--- src/rtl/dither_gen.sv ---
// Multi-channel LFSR dither generator: N_LFSR 32-bit Fibonacci LFSRs summed into a
// signed, shifted and saturated dither word for the delta-sigma quantiser adder.
module dither_gen #(
  parameter int          N_LFSR   = 4,
  parameter int          TAP_BITS = 9,
  parameter int          OUT_W    = 11,
  parameter logic [31:0] SEED     = 32'hACE1_2345
) (
  input  logic                    clock,
  input  logic                    reset_n,
  input  logic                    en,
  input  logic [1:0]              mode,
  input  logic [2:0]              amp_shift,
  input  logic                    seed_valid,
  input  logic [31:0]             seed_data,
  output logic                    seed_ready,
  output logic signed [OUT_W-1:0] dith_o,
  output logic                    dith_valid
);

  localparam int SUM_W = TAP_BITS + 3;
  localparam int EXT_W = ((SUM_W > OUT_W) ? SUM_W : OUT_W) + 1;
  localparam int PTR_W = (N_LFSR > 1) ? $clog2(N_LFSR) : 1;
  localparam logic signed [EXT_W-1:0] SAT_MAX = EXT_W'((64'sd1 <<< (OUT_W - 1)) - 64'sd1);
  localparam logic signed [EXT_W-1:0] SAT_MIN = EXT_W'(-(64'sd1 <<< (OUT_W - 1)));

  // Reset seeds are spread by the golden-ratio constant; all-ones is the lock-up state.
  function automatic logic [31:0] reset_seed(input int idx);
    logic [31:0] s;
    s = SEED + 32'(idx) * 32'h9E37_79B9;
    return (s == 32'hFFFF_FFFF) ? 32'h0000_0001 : s;
  endfunction

  function automatic logic [31:0] lfsr_next(input logic [31:0] s);
    return {s[30:0], s[31] ~^ s[21] ~^ s[1] ~^ s[0]};
  endfunction

  function automatic logic signed [SUM_W-1:0] slice(input logic [31:0] s);
    return {{3{s[TAP_BITS-1]}}, s[TAP_BITS-1:0]};
  endfunction

  logic [31:0]              r_lfsr [N_LFSR];
  logic [PTR_W-1:0]         r_ptr;
  logic signed [OUT_W-1:0]  r_dith;
  logic                     r_valid;

  logic signed [SUM_W-1:0]  w_sum;
  logic signed [SUM_W-1:0]  w_shift;
  logic signed [EXT_W-1:0]  w_y_ext;
  logic signed [OUT_W-1:0]  w_sat;
  logic                     w_load;

  // Seed port: a word transfers on a rising edge where seed_valid && seed_ready;
  // seed_ready is simply !en, so seeds can only be written while the generator is idle.
  assign seed_ready = !en;
  assign w_load     = seed_valid && seed_ready;

  always_comb begin
    w_sum = '0;
    case (mode)
      2'd1: w_sum = slice(r_lfsr[0]);
      2'd2: w_sum = slice(r_lfsr[0]) + slice(r_lfsr[1]);
      2'd3: begin
        for (int i = 0; i < N_LFSR; i++) begin
          w_sum = w_sum + slice(r_lfsr[i]);
        end
      end
      default: w_sum = '0;
    endcase
  end

  assign w_shift = w_sum >>> amp_shift;
  assign w_y_ext = {{(EXT_W - SUM_W){w_shift[SUM_W-1]}}, w_shift};

  always_comb begin
    w_sat = w_y_ext[OUT_W-1:0];
    if (w_y_ext > SAT_MAX) begin
      w_sat = SAT_MAX[OUT_W-1:0];
    end else if (w_y_ext < SAT_MIN) begin
      w_sat = SAT_MIN[OUT_W-1:0];
    end
  end

  always_ff @(posedge clock or negedge reset_n) begin
    if (!reset_n) begin
      for (int i = 0; i < N_LFSR; i++) begin
        r_lfsr[i] <= reset_seed(i);
      end
      r_ptr   <= '0;
      r_dith  <= '0;
      r_valid <= 1'b0;
    end else begin
      r_valid <= en;
      if (en) begin
        r_dith <= w_sat;
        for (int i = 0; i < N_LFSR; i++) begin
          r_lfsr[i] <= lfsr_next(r_lfsr[i]);
        end
      end else if (w_load) begin
        // An all-ones seed would lock the channel, so it falls back to the reset seed.
        for (int i = 0; i < N_LFSR; i++) begin
          if (r_ptr == PTR_W'(i)) begin
            r_lfsr[i] <= (seed_data == 32'hFFFF_FFFF) ? reset_seed(i) : seed_data;
          end
        end
        r_ptr <= (r_ptr == PTR_W'(N_LFSR - 1)) ? '0 : r_ptr + PTR_W'(1);
      end
    end
  end

  assign dith_o     = r_dith;
  assign dith_valid = r_valid;

endmodule

--- config.mk ---
export PLATFORM = sky130hd
export DESIGN_NAME = dither_gen
export DESIGN_NICKNAME = d
export VERILOG_FILES = /design/src/rtl/dither_gen.sv
export SDC_FILE = /design/constraint.sdc
export NUM_CORES = 1
export LEC_CHECK = 0
export ABC_CLOCK_PERIOD_IN_PS = 5440
export CORE_UTILIZATION = 35
export DETAILED_ROUTE_END_ITERATION = 10
export PLACE_DENSITY = 0.56
export SLEW_MARGIN = 0
export SYNTH_ARGS = -nofsm -noshare
export SYNTH_HDL_FRONTEND = slang
export SYNTH_SLANG_ARGS = --single-unit
export TNS_END_PERCENT = 100
--- constraint.sdc ---
create_clock -name clock -period 5.44 [get_ports clock]
set_input_delay 0.816 -clock clock [delete_from_list [all_inputs] [get_ports clock]]
set_output_delay 0.816 -clock clock [all_outputs]
set_load 0.05 [all_outputs]
==> results of run 1 <==
placed cells by master, fill, tap and decap left out, drive strengths merged, types with 4 or more instances in the layout:
master,instances
nand2,178
o21ai,139
nor2,94
a21oi,90
dfrtp,82
mux2i,64
dfstp,60
clkdlybuf4s50,51
inv,31
ha,23
clkbuf,17
a211oi,17
nand4,12
fa,12
xnor2,11
and2,9
buf,9
nor3,7
nand3,7
o31ai,7
and3,6
a21o,6
xor2,6
a221oi,5
bufinv,4
o211ai,4
worst max-delay path by stage:
| stage | from | endpoint | slack [ns] |
|---|---|---|---|
| finish | r_lfsr[96]$_DFFE_PN1P_ | dith_o[7]$_DFFE_PN0P_ | 0.46 |
| global route | r_lfsr[96]$_DFFE_PN1P_ | dith_o[0]$_DFFE_PN0P_ | 0.20 |
| CTS | r_lfsr[96]$_DFFE_PN1P_ | dith_o[7]$_DFFE_PN0P_ | 0.48 |
| detailed placement | r_lfsr[96]$_DFFE_PN1P_ | dith_o[7]$_DFFE_PN0P_ | 0.52 |
| global placement | r_lfsr[96]$_DFFE_PN1P_ | dith_o[2]$_DFFE_PN0P_ | 0.65 |
| floorplan | r_lfsr[96]$_DFFE_PN1P_ | dith_o[2]$_DFFE_PN0P_ | 1.05 |
metrics by stage:
| stage | util (%) | instances | area [sq um] | setup WS [ns] |
|---|---|---|---|---|
| after CTS | 42.0 | 1329 | 9970 | 0.482 |
| final | 42.0 | 1329 | 9970 | 0.463 |
| after global placement | 39.3 | 1297 | 9320 | 0.652 |
| after floorplan | - | 983 | 8580 | 1.05 |
| after global routing | 42.0 | 1329 | 9970 | 0.202 |
| after detailed placement | 39.3 | 1297 | 9320 | 0.523 |
where the power goes:
part | switching [mW] | internal (mW) | leakage, nW
Sequential | 0.363 | 1.66 | 1.67
Combinational | 2.32 | 1.69 | 2.41
Clock | 0.525 | 0.788 | 0.321
Total | 3.21 | 4.14 | 4.41
layer usage:
layer	vias up	global-route usage [%]	part of all wire (%)
li1	3474	-	-
met5	-	0	0
met2	124	30.5	46
met3	23	3.02	3.2
met1	3446	26.9	49
met4	0	5.68	1.6
layout make-up:
cell class / instances / share of cell area, %
timing repair buffer: 60 / 5.87
multi-input combinational: 753 / 46.4
sequential: 142 / 36.4
tap: 319 / 4.00
inverter: 23 / 0.866
clock inverter: 15 / 2.23
clock buffer: 17 / 4.27
state kept, by name (all words and copies together), names as in the netlist:
signal,cells
r_lfsr,128
r_ptr,2
dith_valid,1
dith_o,11
cell families after synthesis:
group | share of synthesized area, %
compound gates | 20.9
buf+inv | 3.97
xor+xnor | 1.82
simple gates | 16.3
fa+ha+maj | 6.15
flops | 42.3
mux | 8.51
critical path, cell delays in order, from the launching register on:
cell and delay [ns]:
dfstp_2 0.56, ha_1 0.21, inv_1 0.07, fa_1 0.41
and2b_1 0.25, o2111ai_1 0.16, nand4b_1 0.17, xor2_1 0.29
fa_1 0.48, ha_1 0.34, inv_1 0.09, o2bb2ai_1 0.22
or4_1 0.16, nand3_1 0.20, nand2b_2 0.32, nor4_2 0.73
a21oi_1 0.11, o31ai_1 0.11
==> metrics.csv, run 1 <==
stage,metric,value,unit
logic_synthesis,syn_nets,1059,
worst_setup_path,"Req. time, crit path",5.77,ns
clocking,hold_buf cts,0,
status,status,completed,
finish,diodes inserted,0,
floorplan,Die Ht,159,um
floorplan,Die Span X,159,um
floorplan,die area,25200,sq um
drt,remaining antenna violation count after routing,0,
sta,RSZ-0062 raised after global routing,false,
drt,drt via density,5.32,
worst_setup_path,CP startpoint kind,flip-flop,
sta,Final Hold Violating Endpoints,0,
worst_setup_path,FF-to-FF Start,r_lfsr[96]$_DFFE_PN1P_,
worst_setup_path,R2R cell count,17,
drt,Avg WL per Cell,16.9,um
logic_synthesis,Post-synth top cells,"nand2_1, o21ai_0, nor2_1",
min_path,worst hold path type,reg2reg,
floorplan,initial core utilization,36.1,%
logic_synthesis,"count leader, synth",nand2_1,
grt,number of global-route vias before repair,6968,
placement,DP Wirelength,15100,um
grt,global-route wire length before repair,37300,um
logic_synthesis,register area share after synthesis,42.3,%
drt,Vias,7067,
drt,Initial DRT Pass Iterations,5,
clocking,clk_lat worst skew,0.43,ns
logic_synthesis,share of flip-flops with an asynchronous set or reset,100,%
sta,slew at the pin closest to its max-slew limit,1.13,ns
clocking,cts bufs inserted,17,
logic_synthesis,library cells used by synthesis,72,
clocking,CTS tree,done,
sta,fin crit share,91.5,%
drt,DR iter-0 viols,435,
logic_synthesis,Post-synth top flop,dfrtp_1,
floorplan,core area,23800,sq um
drt,routed wire length,22400,um
floorplan,num rows,56,
grt,initial antenna violation count,0,
min_path,hold_sp,r_lfsr[49]$_DFFE_PN0P_,
clocking,CTS Sinks,142,
finish,final net count,1073,
sta,Finish-stage setup viols,0,
grt,total overflow reported by the global router,0,
finish,Fill cells,2375,
logic_synthesis,Post-Synthesis Cell Area,8580,sq um
logic_synthesis,share of the synthesized area in the top cell type,23.9,%
min_path,hold path cells,2,
worst_setup_path,Worst Setup End Kind,flip-flop,
grt,GRT Total Usage,19.2,%
sta,final slew viol count,0,
drt,# DRC,0,
worst_setup_path,R2R Setup Slk,0.46,ns
sta,Slew HR,24.7,%
floorplan,io pins,54,
worst_setup_path,crit path max fanout,8,
clocking,root buffer cell,clkbuf_16,
logic_synthesis,synthesized area per cell,8.73,sq um
clocking,Worst-path clk slew,0.07,ns
finish,area of the multi-input gates,4620,sq um
logic_synthesis,number of synthesized flops with an enable pin,0,
finish,Area Overhead vs Synth,16.2,%
worst_setup_path,CP arrival,5.31,ns
finish,register area,3630,sq um
sta,WHS,0.483,ns
logic_synthesis,Synthesis Warnings,0,
run,Max Cap Viol,0,
placement,GPL Wtd Cong,0.890,
pwr,total chip power,7.35,mW
logic_synthesis,Gate Count Post-Synth,983,
logic_synthesis,ranking of synthesized cells by area,"dfrtp_1, dfstp_2, o21ai_0",
grt,largest net degree at the start of global routing,105,
pwr,pwr dens,737,nW/um^2
finish,share of layout cells above drive strength 1,12.5,%
sta,Period minus WS final,4.98,ns
placement,Port Buffers,53,
min_path,Worst Hold End,r_lfsr[50]$_DFFE_PN0P_,
pwr,Worst VDD drop,0.426,mV
clocking,post-CTS sizing,0,
worst_setup_path,critical path class,reg2reg,
clocking,level count of the clock H-tree,4,
sta,Max Fclk,201,MHz
pwr,leakage power,4.41,nW
sta,setup_tns,0,ns
worst_setup_path,worst reg2reg endpoint,dith_o[7]$_DFFE_PN0P_,
clocking,setup bufs post-CTS,0,
clocking,CTS Buffer Depth,2,
logic_synthesis,Seq cells post-synth,142,
sta,clock skew,0.00509,ns
logic_synthesis,Yosys top cell by area,dfrtp_1,
(Power assumes the default switching activity.)
==> inputs of run 2 (changes only) <==
--- a/config.mk
+++ b/config.mk
@@ -6,9 +6,12 @@
 export NUM_CORES = 1
 export LEC_CHECK = 0
 export ABC_CLOCK_PERIOD_IN_PS = 5440
+export CELL_PAD_IN_SITES_DETAIL_PLACEMENT = 0
+export CELL_PAD_IN_SITES_GLOBAL_PLACEMENT = 1
+export CORE_ASPECT_RATIO = 1.4
 export CORE_UTILIZATION = 35
 export DETAILED_ROUTE_END_ITERATION = 10
-export PLACE_DENSITY = 0.56
+export PLACE_DENSITY = 0.68
 export SLEW_MARGIN = 0
 export SYNTH_ARGS = -nofsm -noshare
 export SYNTH_HDL_FRONTEND = slang
==> metrics.csv, run 2 (synthesis results as in run 1) <==
stage,metric,value,unit
status,status,completed,
grt,total overflow reported by the global router,0,
floorplan,core area,24000,sq um
finish,Biggest register,r_lfsr,
pwr,Seq pwr share,27.2,%
min_path,worst hold path type,in2async,
grt,GRT Total Usage,20.4,%
grt,largest net degree at the start of global routing,129,
finish,most frequent cells in the layout,"nand2_1, o21ai_0, nor2_1",
worst_setup_path,CP startpoint kind,flip-flop,
drt,drt via density,5.39,
drt,Avg WL per Cell,18.5,um
finish,final net count,1073,
clocking,setup bufs post-CTS,0,
clocking,CTS Sinks,142,
finish,Area Overhead vs Synth,16.7,%
pwr,Worst VDD drop,0.345,mV
finish,share of layout cells above drive strength 1,12.6,%
worst_setup_path,critical path class,reg2reg,
drt,DR iter-0 viols,335,
clocking,cts bufs inserted,17,
grt,initial antenna violation count,0,
grt,global-route wire length before repair,39600,um
pwr,Comb power frac,54.1,%
grt,number of global-route vias before repair,7154,
clocking,CTS Buffer Depth,2,
pwr,P_int,4.28,mW
placement,DP Wirelength,16700,um
clocking,Worst-path clk slew,0.06,ns
clocking,post-CTS sizing,0,
clocking,clk_lat worst skew,0.43,ns
worst_setup_path,CP arrival,5.26,ns
placement,Place WS,0.532,ns
worst_setup_path,CP max stage cell,nor4_2,
finish,post-layout util,41.8,%
drt,# DRC,0,
floorplan,die area,25200,sq um
sta,clock skew,0.00994,ns
floorplan,io pins,54,
sta,final slew viol count,0,
sta,slew at the pin closest to its max-slew limit,1.08,ns
floorplan,initial core utilization,35.8,%
sta,Slew HR,28.2,%
sta,Period minus WS final,4.93,ns
worst_setup_path,"Req. time, crit path",5.78,ns
finish,diodes inserted,0,
worst_setup_path,R2R cell count,17,
finish,area of the multi-input gates,4630,sq um
worst_setup_path,cell chain of the critical path,ha_1 > inv_1 > fa_1 > and2b_1 > o2111ai_1 > nand4b_1 > xor2_1 > fa_1 > ha_1 > and3_1 > o2bb2ai_1 > or4_1 > nand3_1 > nand2b_2 > nor4_2 > a21oi_1 > o31ai_2,
worst_setup_path,CP peak stage delay,0.72,ns
placement,GPL Wtd Cong,0.839,
clocking,CTS tree,done,
pwr,P_sw,3.23,mW
clocking,level count of the clock H-tree,4,
sta,Final Hold Violating Endpoints,0,
floorplan,Die Ht,187,um
pwr,clock power share,18.7,%
sta,Max Fclk,203,MHz
sta,WHS,0.475,ns
finish,register area,3630,sq um
pwr,pwr dens,750,nW/um^2
drt,Initial DRT Pass Iterations,6,
drt,Vias,7115,
drt,routed wire length,24400,um
sta,Finish-stage setup viols,0,
drt,remaining antenna violation count after routing,0,
finish,max reg flops,128,
sta,setup_tns,0,ns
worst_setup_path,crit path max fanout,8,
sta,fin crit share,90.6,%
pwr,total chip power,7.51,mW
pwr,leakage power,4.42,nW
worst_setup_path,Worst Setup End Kind,flip-flop,
finish,Fill cells,2484,
placement,Port Buffers,53,
pwr,sw frac,43.1,%
run,Max Cap Viol,0,
floorplan,Die Span X,134,um
floorplan,num rows,67,
sta,RSZ-0062 raised after global routing,false,
clocking,root buffer cell,clkbuf_16,
finish,"most common cell after layout, fill and taps aside",nand2_1,
clocking,hold_buf cts,0,
sta,final setup margin,0.513,ns
run 2: power by group through the flow:
stage / clock network [mW] / logic [mW] / registers, mW
detailed placement: 0 / 4.04 / 2.06
finish: 1.40 / 4.07 / 2.04
floorplan: 0 / 3.03 / 2.05
CTS: 1.43 / 4.07 / 2.05
global placement: 0 / 4.01 / 2.05
global route: 1.48 / 4.57 / 2.11
run 2: path summary, 6_finish.rpt:
check | startpoint | end | slack, ns
min | reset_n | r_lfsr[2]$_DFFE_PN0P_ | 0.47
max | r_lfsr[96]$_DFFE_PN1P_ | dith_o[2]$_DFFE_PN0P_ | 0.51
max in group asynchronous | reset_n | r_lfsr[22]$_DFFE_PN0P_ | 3.80
min in group clock | r_lfsr[114]$_DFFE_PN0P_ | r_lfsr[115]$_DFFE_PN0P_ | 0.49
max reg2reg | r_lfsr[96]$_DFFE_PN1P_ | dith_o[2]$_DFFE_PN0P_ | 0.51
min reg2reg | r_lfsr[114]$_DFFE_PN0P_ | r_lfsr[115]$_DFFE_PN0P_ | 0.49
run 2: layout make-up:
type | instances | share of cell area, %
Clock buffer | 18 | 4.38
Clock inverter | 14 | 2.61
Inverter | 23 | 0.862
Multi-Input combinational cell | 753 | 46.2
Sequential cell | 142 | 36.2
Tap cell | 310 | 3.87
Timing Repair Buffer | 60 | 5.85
run 2: critical path: cells and delay by family (launching register included):
family	cells	cell delay, ns
buffers and inverters	1	0.06
AO/OA/AOI/OAI	4	0.54
XOR/XNOR	1	0.26
AND/OR/NAND/NOR	7	2.01
adder cells (fa/ha/maj)	4	1.40
flip-flops	1	0.56
run 2: stage by stage:
stage | area, sq um | cells
detailed placement | 9320 | 1288
global placement | 9320 | 1288
finish | 10000 | 1320
CTS | 10000 | 1320
global route | 10000 | 1320
floorplan | 8580 | 983
run 2: routing by layer:
layer	share of wire, %	global-route usage (%)	up-vias
met3	2.7	3.20	30
met1	43	24.5	3485
met5	0	0	-
li1	-	-	3471
met2	52	36.9	129
met4	1.8	5.96	0
